--- src/rtl/mem_pkg.sv ---
// rtl/mem_pkg.sv - shared widths, FSM state encoding and request record for the MEM sequencer
package mem_pkg;

    localparam int MEM_ADDR_W = 3;
    localparam int MEM_DATA_W = 3;

    typedef enum logic [2:0] {
        ST_IDLE,
        ST_WR,
        ST_RD,
        ST_RD_WAIT,
        ST_RSP
    } state_t;

    typedef struct packed {
        logic                  write;
        logic [MEM_ADDR_W-1:0] addr;
        logic [MEM_DATA_W-1:0] wdata;
    } req_t;

endpackage

--- src/rtl/mem_req_fifo.sv ---
// rtl/mem_req_fifo.sv - synchronous request FIFO with registered full/empty flags
module mem_req_fifo #(
    parameter int FIFO_DEPTH = 4,
    parameter int WIDTH      = 7
) (
    input  logic             clk,
    input  logic             rst_n,
    input  logic             push,
    input  logic [WIDTH-1:0] push_data,
    input  logic             pop,
    output logic [WIDTH-1:0] pop_data,
    output logic             full,
    output logic             empty
);

    localparam int PTR_W = $clog2(FIFO_DEPTH);
    localparam logic [PTR_W:0] FULL_CNT = (PTR_W+1)'(FIFO_DEPTH);

    logic [WIDTH-1:0] store [FIFO_DEPTH];
    logic [PTR_W-1:0] wr_ptr;
    logic [PTR_W-1:0] rd_ptr;
    logic [PTR_W:0]   count;
    logic [PTR_W:0]   count_next;
    logic             do_push;
    logic             do_pop;

    // Gating here makes push/pop safe to drive from raw valid/request signals.
    assign do_push    = push && !full;
    assign do_pop     = pop && !empty;
    assign count_next = count + {{PTR_W{1'b0}}, do_push} - {{PTR_W{1'b0}}, do_pop};
    assign pop_data   = store[rd_ptr];

    always_ff @(posedge clk) begin
        if (do_push) begin
            store[wr_ptr] <= push_data;
        end
    end

    always_ff @(posedge clk) begin
        if (!rst_n) begin
            wr_ptr <= '0;
            rd_ptr <= '0;
            count  <= '0;
            full   <= 1'b0;
            empty  <= 1'b1;
        end else begin
            if (do_push) begin
                wr_ptr <= wr_ptr + PTR_W'(1);
            end
            if (do_pop) begin
                rd_ptr <= rd_ptr + PTR_W'(1);
            end
            count <= count_next;
            full  <= (count_next == FULL_CNT);
            empty <= (count_next == '0);
        end
    end

endmodule

--- src/rtl/mem_req_ctrl.sv ---
// rtl/mem_req_ctrl.sv - sequences queued read/write requests into single-cycle MEM control pulses
module mem_req_ctrl
    import mem_pkg::*;
#(
    parameter int ADDR_W     = MEM_ADDR_W,
    parameter int DATA_W     = MEM_DATA_W,
    parameter int FIFO_DEPTH = 4,
    parameter int READ_LAT   = 1
) (
    input  logic              clk,
    input  logic              rst_n,
    input  logic              req_valid,
    output logic              req_ready,
    input  logic              req_write,
    input  logic [ADDR_W-1:0] req_addr,
    input  logic [DATA_W-1:0] req_wdata,
    output logic              rsp_valid,
    input  logic              rsp_ready,
    output logic [DATA_W-1:0] rsp_rdata,
    output logic [ADDR_W-1:0] rsp_addr,
    output logic              mem_read_ctrl,
    output logic              mem_write_ctrl,
    output logic [ADDR_W-1:0] mem_address,
    output logic [DATA_W-1:0] mem_data_write,
    input  logic [DATA_W-1:0] mem_data_read,
    output logic              busy
);

    localparam int CNT_W = (READ_LAT > 1) ? $clog2(READ_LAT) : 1;
    localparam logic [CNT_W-1:0] WAIT_LOAD = CNT_W'(READ_LAT - 1);

    state_t           state;
    state_t           state_next;
    req_t             push_req;
    req_t             head;
    logic             full;
    logic             empty;
    logic             pop;
    logic             try_issue;
    logic             capture;
    logic             rsp_clear;
    logic [CNT_W-1:0] wait_cnt;

    assign push_req  = {req_write, req_addr, req_wdata};
    assign req_ready = !full;
    assign busy      = !empty || (state != ST_IDLE);

    mem_req_fifo #(
        .FIFO_DEPTH (FIFO_DEPTH),
        .WIDTH      ($bits(req_t))
    ) u_fifo (
        .clk       (clk),
        .rst_n     (rst_n),
        .push      (req_valid),
        .push_data (push_req),
        .pop       (pop),
        .pop_data  (head),
        .full      (full),
        .empty     (empty)
    );

    always_comb begin
        state_next = state;
        try_issue  = 1'b0;
        capture    = 1'b0;
        rsp_clear  = 1'b0;
        pop        = 1'b0;
        unique case (state)
            ST_IDLE:    try_issue = 1'b1;
            ST_WR:      try_issue = 1'b1;
            ST_RD:      state_next = ST_RD_WAIT;
            ST_RD_WAIT: begin
                if (wait_cnt == '0) begin
                    capture    = 1'b1;
                    state_next = ST_RSP;
                end
            end
            ST_RSP: begin
                // Nothing is issued until the held response is taken.
                if (rsp_ready) begin
                    rsp_clear = 1'b1;
                    try_issue = 1'b1;
                end
            end
            default:    state_next = ST_IDLE;
        endcase
        if (try_issue) begin
            if (!empty) begin
                pop        = 1'b1;
                state_next = head.write ? ST_WR : ST_RD;
            end else begin
                state_next = ST_IDLE;
            end
        end
    end

    always_ff @(posedge clk) begin
        if (!rst_n) begin
            state          <= ST_IDLE;
            wait_cnt       <= '0;
            mem_read_ctrl  <= 1'b0;
            mem_write_ctrl <= 1'b0;
            mem_address    <= '0;
            mem_data_write <= '0;
            rsp_valid      <= 1'b0;
            rsp_rdata      <= '0;
            rsp_addr       <= '0;
        end else begin
            state          <= state_next;
            mem_write_ctrl <= pop && head.write;
            mem_read_ctrl  <= pop && !head.write;
            mem_data_write <= (pop && head.write) ? head.wdata : '0;
            if (pop) begin
                mem_address <= head.addr;
            end
            if (state == ST_RD) begin
                wait_cnt <= WAIT_LOAD;
            end else if (state == ST_RD_WAIT && wait_cnt != '0) begin
                wait_cnt <= wait_cnt - CNT_W'(1);
            end
            if (capture) begin
                rsp_valid <= 1'b1;
                rsp_rdata <= mem_data_read;
                rsp_addr  <= mem_address;
            end else if (rsp_clear) begin
                rsp_valid <= 1'b0;
            end
        end
    end

endmodule

--- config.mk ---
export PLATFORM = sky130hd
export DESIGN_NAME = mem_req_ctrl
export DESIGN_NICKNAME = d
export VERILOG_FILES = /design/src/rtl/mem_pkg.sv /design/src/rtl/mem_req_fifo.sv /design/src/rtl/mem_req_ctrl.sv
export SDC_FILE = /design/constraint.sdc
export NUM_CORES = 1
export LEC_CHECK = 0
export BUFFER_PORTS_ARGS = -buffer_cell sky130_fd_sc_hd__buf_2
export CAP_MARGIN = 30
export CORE_ASPECT_RATIO = 1.5
export CORE_MARGIN = 2
export CORE_UTILIZATION = 44
export CTS_CLUSTER_SIZE = 10
export DETAILED_ROUTE_END_ITERATION = 6
export PLACE_DENSITY_LB_ADDON = 0.2
export SLEW_MARGIN = 5
export SYNTH_ARGS = -nofsm -noshare
export SYNTH_HDL_FRONTEND = slang
export SYNTH_HIERARCHICAL = 1
export SYNTH_SLANG_ARGS = --single-unit
--- constraint.sdc ---
create_clock -name clk -period 3.2 [get_ports clk]
set_input_delay 0.64 -clock clk [delete_from_list [all_inputs] [get_ports clk]]
set_output_delay 0.64 -clock clk [all_outputs]
set_load 0.005 [all_outputs]
---- Yosys cells after proc, flatten, opt, wreduce, memory -nomap -nowiden ----
Memories as Yosys holds them, arrays and structs flattened. A register that Yosys moved wholly into a read port is not among the register bits.
Cells that the tools add are included.
word-level totals
  output and inout bits ................... 17
  bits in writable memories ............... 28
  bits of input ports ..................... 14
  bits in registers ....................... 28
  memories kept ........................... 1
cells by class
  reductions and logical operators ........ 18
  eq/ne operators ......................... 7
  bitwise operators ....................... 1
  add/sub/neg operators ................... 5
  multiplexer cells ....................... 18
memory list
  memory        depth  bits a word  rd ports  clocked after memory_dff  write ports  RTL line            text
  u_fifo.store  4      7            1         1                         1            mem_req_fifo.sv:19  logic [WIDTH-1:0] store [FIFO_DEPTH];
operators with widths
  operator               number
  $mux W1                10
  $pmux W3 S3            1
  $mux W2                4
  $eq A3 B2 Y1 const B   2
  $eq A3 B3 Y1 const B   2
  $logic_not A3 Y1       2
  $mux W3                2
  $logic_and A1 B1 Y1    5
  $add A2 B1 Y2 const B  2
  $reduce_and A2 Y1      2
  $reduce_or A2 Y1       2
  $add A3 B1 Y3          1
  $eq A3 B1 Y1 const B   1
  $logic_not A1 Y1       3
  $ne A3 B3 Y1 const B   1
  $reduce_bool A3 Y1     1
  $reduce_or A3 Y1       1
  $sub A3 B1 Y3          1
  $ne A2 B1 Y1 const B   1
  $pmux W1 S2            1
  $reduce_bool A2 Y1     1
  $logic_or A1 B1 Y1     1
  $not A1 Y1             1
  $sub A1 B1 Y1 const B  1

---- Depth between registers and ports, before layout ----
Gate-level depths: netlist of the first run.
  depth in word-level cells ............... 7
  depth in mapped cells ................... 11

---- By module ----
The synthesis of the first run kept the hierarchy.
modules (own cells, without submodules)
  module        area each (um2)  instances  seq. area each (um2)  cells an instance
  mem_req_fifo  1522.7           1          1061.0                85
  mem_req_ctrl  698.2            1          380.4                 68

---- Least setup slack after synthesis of the first run ----
OpenSTA, ideal clock, no wires.
  path kind ............................... input port to flip-flop
  start point ............................. in rsp_ready
  end point ............................... reg u_fifo.full
  setup slack ............................. 0.495 ns
  arrival time ............................ 2.588 ns
  stages on the path ...................... 11
  setup time .............................. 0.117 ns
  cells stage by stage .................... nand2b_4 -> a211oi_4 -> nor2b_1 -> ha_1 -> inv_1 -> ha_1 -> inv_1 -> fa_1 -> xnor2_1 -> xnor2_1 -> and4b_1
between the ends
  longest elaborated chain between the ends .. 6
RTL lines
  element                  RTL line            text
  start: declaration       mem_req_ctrl.sv:18  input logic rsp_ready,
  $mux W1                  mem_req_ctrl.sv:80  if (rsp_ready) begin
  $pmux W1 S2              mem_req_ctrl.sv:68  unique case (state)
  $mux W1                  mem_req_ctrl.sv:87  if (try_issue) begin
  named net pop            mem_req_ctrl.sv:38  logic pop;
  $logic_and A1 B1 Y1      mem_req_fifo.sv:29  assign do_pop = pop && !empty;
  named net u_fifo.do_pop  mem_req_fifo.sv:25  logic do_pop;
  $sub A3 B1 Y3            mem_req_fifo.sv:30  assign count_next = count + {{PTR_W{1'b0}}, do_push} - {{PTR_W{1'b0}}, do_pop};
  $eq A3 B3 Y1             mem_req_fifo.sv:54  full <= (count_next == FULL_CNT);
  end signal: assignment   mem_req_fifo.sv:54
  end: declaration         mem_req_fifo.sv:12  output logic full,
The timed path passes the listed nets, and every way through them passes these cells.
A chain may end at the register's enable or synchronous reset.

---- Worst setup path after layout of the first run ----
  start point ............................. reg state[0]
  end point ............................... reg u_fifo.full
between the ends
  longest elaborated chain between the ends .. 7
RTL lines
  element                                                  RTL line             text
  start: declaration                                       mem_req_ctrl.sv:32   state_t state;
  start signal: assignment                                 mem_req_ctrl.sv:109  state <= state_next;
  $eq A3 B1 Y1 / $logic_not A3 Y1 (equally long branches)  mem_req_ctrl.sv:68
  $reduce_or A2 Y1 (no source line)                        --
  $pmux W1 S2 *                                            mem_req_ctrl.sv:68
  $mux W1 *                                                mem_req_ctrl.sv:87
  named net pop                                            mem_req_ctrl.sv:38
  $logic_and A1 B1 Y1 *                                    mem_req_fifo.sv:29
  named net u_fifo.do_pop                                  mem_req_fifo.sv:25
  $sub A3 B1 Y3 *                                          mem_req_fifo.sv:30
  $eq A3 B3 Y1 *                                           mem_req_fifo.sv:54
The timed path passes the listed nets; every way through them passes the cells marked *.

==> impl_metrics.csv, run 1 <==
group,metric,value,unit
finish,syn_to_final_growth,19.1,%
global_routing,grt_pass1_wl,5.72,mm
critical_path,cp_max_fo,6,
global_routing,grt_overflow,0,
critical_path,end_kind,"flop",
synth,muxShareOfSynthArea,11.6,%
sta,rsz0062_at_grt,"no",
floorplan,std_cell_rows,31,
floorplan,die_height,91.0,um
flow_run,cap_violations,0,
sta,slew_viol_final,0,
critical_path,worst_setup_path_start_kind,"flop",
finish,final_area,2650,sq um
finish,drive_above_1_share,28.9,%
synth,syn_avg_cell_area,14.5,sq um
sta,period_share,80.2,%
critical_path,cp.arrival,2.83,ns
clock_tree,clock_sinks,58,
sta,hold_viol_final,0,
sta,max_freq,390,MHz
placement,hpwlAfterDp,2.52,mm
power,p_switching,0.564,mW
clock_tree,cts_buffers,9,
floorplan,initial_core_util,45.8,%
critical_path,crit_family,"adder cells",
finish,fillers,427,
sta,timing.final.crit_period,2.57,ns
clock_tree,cts_buffer_depth,2,
synth,synth_xor_area_share,1.97,%
finish,final_util,54.6,%
synth,synth_nets,174,
sta,relSlewSlack,68.0,%
clock_tree,cts_hold_buf,0,
synth,synth_adder_area_share,4.28,%
synth,synth_top_family_by_area,"simple AND/OR/NAND/NOR gates",
power,swShare,26.3,%
placement,dpl_cell_area,2450,sq um
global_routing,grt_max_degree,16,
synth,syn_inst,153,
clock_tree,postCtsSetupBuffers,0,
placement,gp_congestion,0.730,
route,post_drt_wl_per_cell,13.3,um
critical_path,cp_cell_sequence,"nand2b_4 > a211oi_4 > nor2b_1 > ha_1 > inv_1 > ha_1 > inv_1 > fa_1 > xnor2_1 > xnor2_1 > and4b_1",
synth,synth-seq-cells,58,
floorplan,core_area,4850,sq um
power,p_int,1.58,mW
clock_tree,post_cts_resize_count,0,
global_routing,grt_pass1_vias,1238,
critical_path,path_class,"reg -> reg",
synth,yosysUniqueCellTypes,28,
route,ant_nets,0,
synth,yosysWarnings,6,
synth,yosys.area_share.simple,12.3,%
synth,synth_compound_area_share,2.25,%
finish,multi_input_area,721,sq um
power,ir_drop,0.369,mV
power,power_density,810,nW/um^2
clock_tree,cts_root_buf,"clkbuf_8",
route,drt-pass1-iter-count,4,
status,outcome,"complete, no violations",
finish,antenna_cells,0,
critical_path,cp_num_buf_inv,2,
worst_hold_path,hold_path_class,"reg -> reg",
power,pwr-share-clk,30.7,%
power,p_leak,1.03,nW
power,combPwrFrac,22.6,%
finish,regArea,1440,sq um
critical_path,slowest_stage,"fa_1",
clock_tree,cts_tree,"done",
clock_tree,cts.clk_slew.worst_paths,0.06,ns
floorplan,io_pins,31,
clock_tree,clock_latency,0.32,ns
placement,numPortBuffers,30,
route,via_per_inst,4.70,
floorplan,dieArea,5640,sq um
synth,syn-cell-area,2220,sq um
clock_tree,htreeDepth,3,
finish,fin_nets,213,
critical_path,critPathMaxStageDelay,0.38,ns
sta,tightest_slew,0.473,ns
route,drtIter0Drc,42,
power,seqPwrFrac,46.7,%
sta,finalSetupViolCount,0,
synth,yosysSeqAreaShare,64.9,%
sta,setup_tns,0,ns
sta,clock_skew,0.00546,ns
route,dr_total_vias,1237,
global_routing,grtUsageTotal,14.7,%
route,totalWireLength,3.51,mm
critical_path,crit_required,3.47,ns
route,drc_errors,0,
floorplan,die_w,62.0,um
global_routing,antenna_found_initial,0,
## power groups by stage
stage	Sequential [mW]	Combinational (mW)	Clock, mW
after floorplan	0.983	0.373	0
after CTS	1.00	0.493	0.679
after detailed placement	1.02	0.492	0
after global routing	1.02	0.548	0.714
final	0.999	0.484	0.658
after global placement	1.01	0.464	0
## cells by family after synthesis
group	after synthesis
fa+ha+maj	7
buf+inv	13
xor+xnor	5
compound gates	7
mux	17
simple gates	46
flops	58
## cell type report
| class | count | area share [%] |
|---|---|---|
| tap | 66 | 3.12 |
| timing repair buffer | 33 | 6.53 |
| sequential | 58 | 54.5 |
| multi-input combinational | 82 | 27.2 |
| clock inverter | 2 | 1.32 |
| clock buffer | 14 | 6.15 |
| inverter | 8 | 1.14 |
## flip-flops by register name, indices dropped and copies added, names as in the netlist, named ones only
name and flops:
mem_address 3, mem_data_write 3, mem_read_ctrl 1, mem_write_ctrl 1, rsp_addr 3, rsp_rdata 3
rsp_valid 1, state 3, u_fifo/count 3, u_fifo/empty 1, u_fifo/full 1, u_fifo/rd_ptr 2
u_fifo/store 28, u_fifo/wr_ptr 2, wait_cnt 1
## worst register-to-register path: stages (launching register included)
cell,delay (ns)
dfxtp_1,0.35
nand2b_4,0.16
a211oi_4,0.24
nor2b_1,0.24
ha_1,0.26
inv_1,0.06
ha_1,0.14
inv_1,0.05
fa_1,0.38
xnor2_1,0.21
xnor2_1,0.20
and4b_1,0.23
## stage by stage
stage | total power [mW] | worst slack [ns] | hold WS [ns] | instances
2_1_floorplan | 1.36 | 0.495 | 0.485 | 153
3_3_place_gp | 1.47 | 0.487 | 0.467 | 247
3_5_place_dp | 1.51 | 0.296 | 0.475 | 247
4_1_cts | 2.17 | 0.616 | 0.492 | 263
5_1_grt | 2.28 | 0.451 | 0.510 | 263
6_report | 2.14 | 0.633 | 0.490 | 263
## worst paths after layout
check,to,from,cells after the start,slack [ns]
hold / removal,rsp_addr[2],rsp_addr[2],2,0.49
setup reg to reg,u_fifo/full,state[0],11,0.63
setup / recovery,u_fifo/full,state[0],11,0.63
hold reg to reg,rsp_addr[2],rsp_addr[2],2,0.49
## cell usage after synthesis (all sizes together)
master  count  area (sq um)
inv         8          30.0
o21ai       2          10.0
or4b        1          10.0
buf         3          21.3
clkbuf      2          7.51
and2       13          81.3
and3        2          17.5
nor2       15          56.3
a21oi       4          20.0
dfxtp      30           601
xor2        1          8.76
nand2       1          3.75
ha          6          75.1
nor3b       1          7.51
and4b       1          10.0
nand2b      5          38.8
nor4b       1          8.76
a211oi      1          20.0
fa          1          20.0
mux4        7           158
nor2b       4          25.0
xnor2       4          35.0
nand3b      2          15.0
edfxtp     28           841
mux2i      10           100
## routing by layer
metal  wire length, um  track usage (%)
met1              1440             15.8
met2              1850             23.5
met3               136             6.41
met4                76             6.91
met5                 0                0
## placed cells by master (no fill, tap or decap), types with 4 or more instances in the layout
cell type   n
nor2b_1     4
a21oi_1     4
edfxtp_1   28
inv_1       8
buf_2      30
nand2b_1    4
clkbuf_8   11
mux2i_1    10
xnor2_1     4
dfxtp_1    30
mux4_2      7
ha_1        6
and2_1     13
nor2_1     15
Note: power is estimated with default switching activity, not from simulation.
==> inputs of run 2 (changes only) <==
- clock period: 3.2 -> 2.18 ns (I/O delays scaled with it)
==> impl_metrics.csv, run 2 (synthesis gave the netlist of run 1 again) <==
group,metric,value,unit
clock_tree,clock_latency,0.33,ns
floorplan,core_area,4850,sq um
global_routing,grt_overflow,0,
floorplan,die_w,62.0,um
sta,timing.final.crit_period,2.25,ns
flow_run,cap_violations,0,
clock_tree,cts.clk_slew.worst_paths,0.06,ns
route,drtIter0Drc,28,
route,drt-pass1-iter-count,4,
finish,regMostFlops,"u_fifo/store",
power,ir_drop,0.560,mV
critical_path,r2r_slack,-0.07,ns
clock_tree,cts_buffer_depth,2,
sta,tightest_slew,0.467,ns
critical_path,end_kind,"flop",
clock_tree,clock_sinks,58,
placement,hpwlAfterDp,2.55,mm
worst_hold_path,hold_path_class,"in -> reg",
floorplan,die_height,91.0,um
clock_tree,cts_buffers,9,
sta,relSlewSlack,68.5,%
clock_tree,htreeDepth,3,
status,violations,"negative setup slack",
critical_path,crit_required,2.40,ns
critical_path,path_class,"reg -> reg",
sta,clock_skew,0.00537,ns
global_routing,grt_pass1_wl,6.00,mm
floorplan,io_pins,31,
finish,final_area,2710,sq um
global_routing,grt_max_degree,16,
critical_path,cp.arrival,2.47,ns
power,power_density,1160,nW/um^2
finish,fin_nets,219,
sta,finalSetupViolCount,2,
route,post_drt_wl_per_cell,13.6,um
finish,final_util,55.8,%
placement,dpl_cell_area,2490,sq um
floorplan,initial_core_util,45.8,%
finish,syn_to_final_growth,21.9,%
sta,max_freq,444,MHz
status,outcome,"complete, but fails checks",
sta,slew_viol_final,0,
finish,drive_above_1_share,35.0,%
placement,numPortBuffers,30,
finish,largest_reg_flops,28,
finish,final_common_cell,"buf_2",
critical_path,cp_max_fo,3,
sta,setup_ws,-0.0726,ns
sta,rsz0062_at_grt,"yes",
global_routing,grtUsageTotal,15.2,%
finish,layout_common_cells,"buf_2, dfxtp_1, edfxtp_1",
critical_path,worst_setup_path_start_kind,"flop",
route,via_per_inst,4.76,
sta,period_share,103,%
placement,gp_congestion,0.711,
power,p_leak,1.06,nW
sta,hold_viol_final,0,
floorplan,std_cell_rows,31,
finish,antenna_cells,0,
clock_tree,cts_root_buf,"clkbuf_8",
route,drc_errors,0,
floorplan,dieArea,5640,sq um
route,ant_nets,0,
global_routing,antenna_found_initial,0,
route,dr_total_vias,1281,
route,totalWireLength,3.65,mm
global_routing,grt_pass1_vias,1319,
sta,setup_tns,-0.0961,ns
clock_tree,cts_tree,"done",
## run 2: cell count changes in the layout (fill, tap and decap cells not counted), moves of 2 or more
| cell | delta |
|---|---|
| inv_2 | +2 |
| buf_4 | +6 |
| clkinv_1 | +2 |
| xnor2_2 | +2 |
| xnor2_1 | -2 |
| ha_1 | -2 |
| ha_4 | +2 |
| inv_1 | -2 |
## run 2: routing by layer
layer | GRT usage [%] | part of all wire, % | vias up
li1 | - | - | 623
met2 | 25.0 | 53 | 31
met4 | 10.1 | 3.0 | 0
met5 | 0 | 0 | -
met1 | 15.5 | 40 | 618
met3 | 4.56 | 4.4 | 9
## run 2: area by class of cell
class	instances	area, sq um
clock buffer	12	145
inverter	8	30.0
timing repair buffer	39	218
tap	66	82.6
sequential	58	1440
clock inverter	4	17.5
fill	412	2140
multi-input combinational	82	771
## run 2: what timing repair did
| item | in CTS | in global routing |
|---|---|---|
| pin swaps | 1 | 2 |
| hold buffers | 0 | 0 |
| resized for setup | 3 | 6 |
| setup buffers | 1 | 1 |
| setup endpoints to repair | 3 | 3 |
## run 2: path summary, 6_finish.rpt
path / from / cells after the start / to
worst max-delay path: state[0] / 11 / u_fifo/full
worst min-delay path: req_wdata[0] / 1 / u_fifo/store[1][0]
worst max register to register: state[0] / 11 / u_fifo/full
worst min register to register: rsp_rdata[2] / 2 / rsp_rdata[2]
## run 2: per-stage QoR
stage	power (mW)	hold slack, ns	setup slack, ns	instances
5_1_grt	3.33	0.322	-0.144	269
6_report	3.14	0.318	-0.0726	269
3_3_place_gp	2.21	0.467	-0.174	251
2_1_floorplan	2.01	0.485	-0.236	153
4_1_cts	3.12	0.309	-0.0893	268
3_5_place_dp	2.26	0.478	-0.236	251
## run 2: where the power goes
| part | total (mW) | switching [mW] | leakage (nW) | internal, mW |
|---|---|---|---|---|
| Clock | 0.810 | 0.378 | 0.0852 | 0.432 |
| Combinational | 0.873 | 0.378 | 0.473 | 0.495 |
| Sequential | 1.46 | 0.117 | 0.502 | 1.34 |
| Total | 3.14 | 0.873 | 1.06 | 2.27 |
## run 2: critical path: stages, from the launching register on
cell	delay (ns)
dfxtp_2	0.32
nand2b_4	0.14
a211oi_4	0.21
nor2b_4	0.21
ha_4	0.21
inv_2	0.05
ha_4	0.12
inv_2	0.03
fa_2	0.34
xnor2_2	0.15
xnor2_2	0.15
and4b_1	0.21
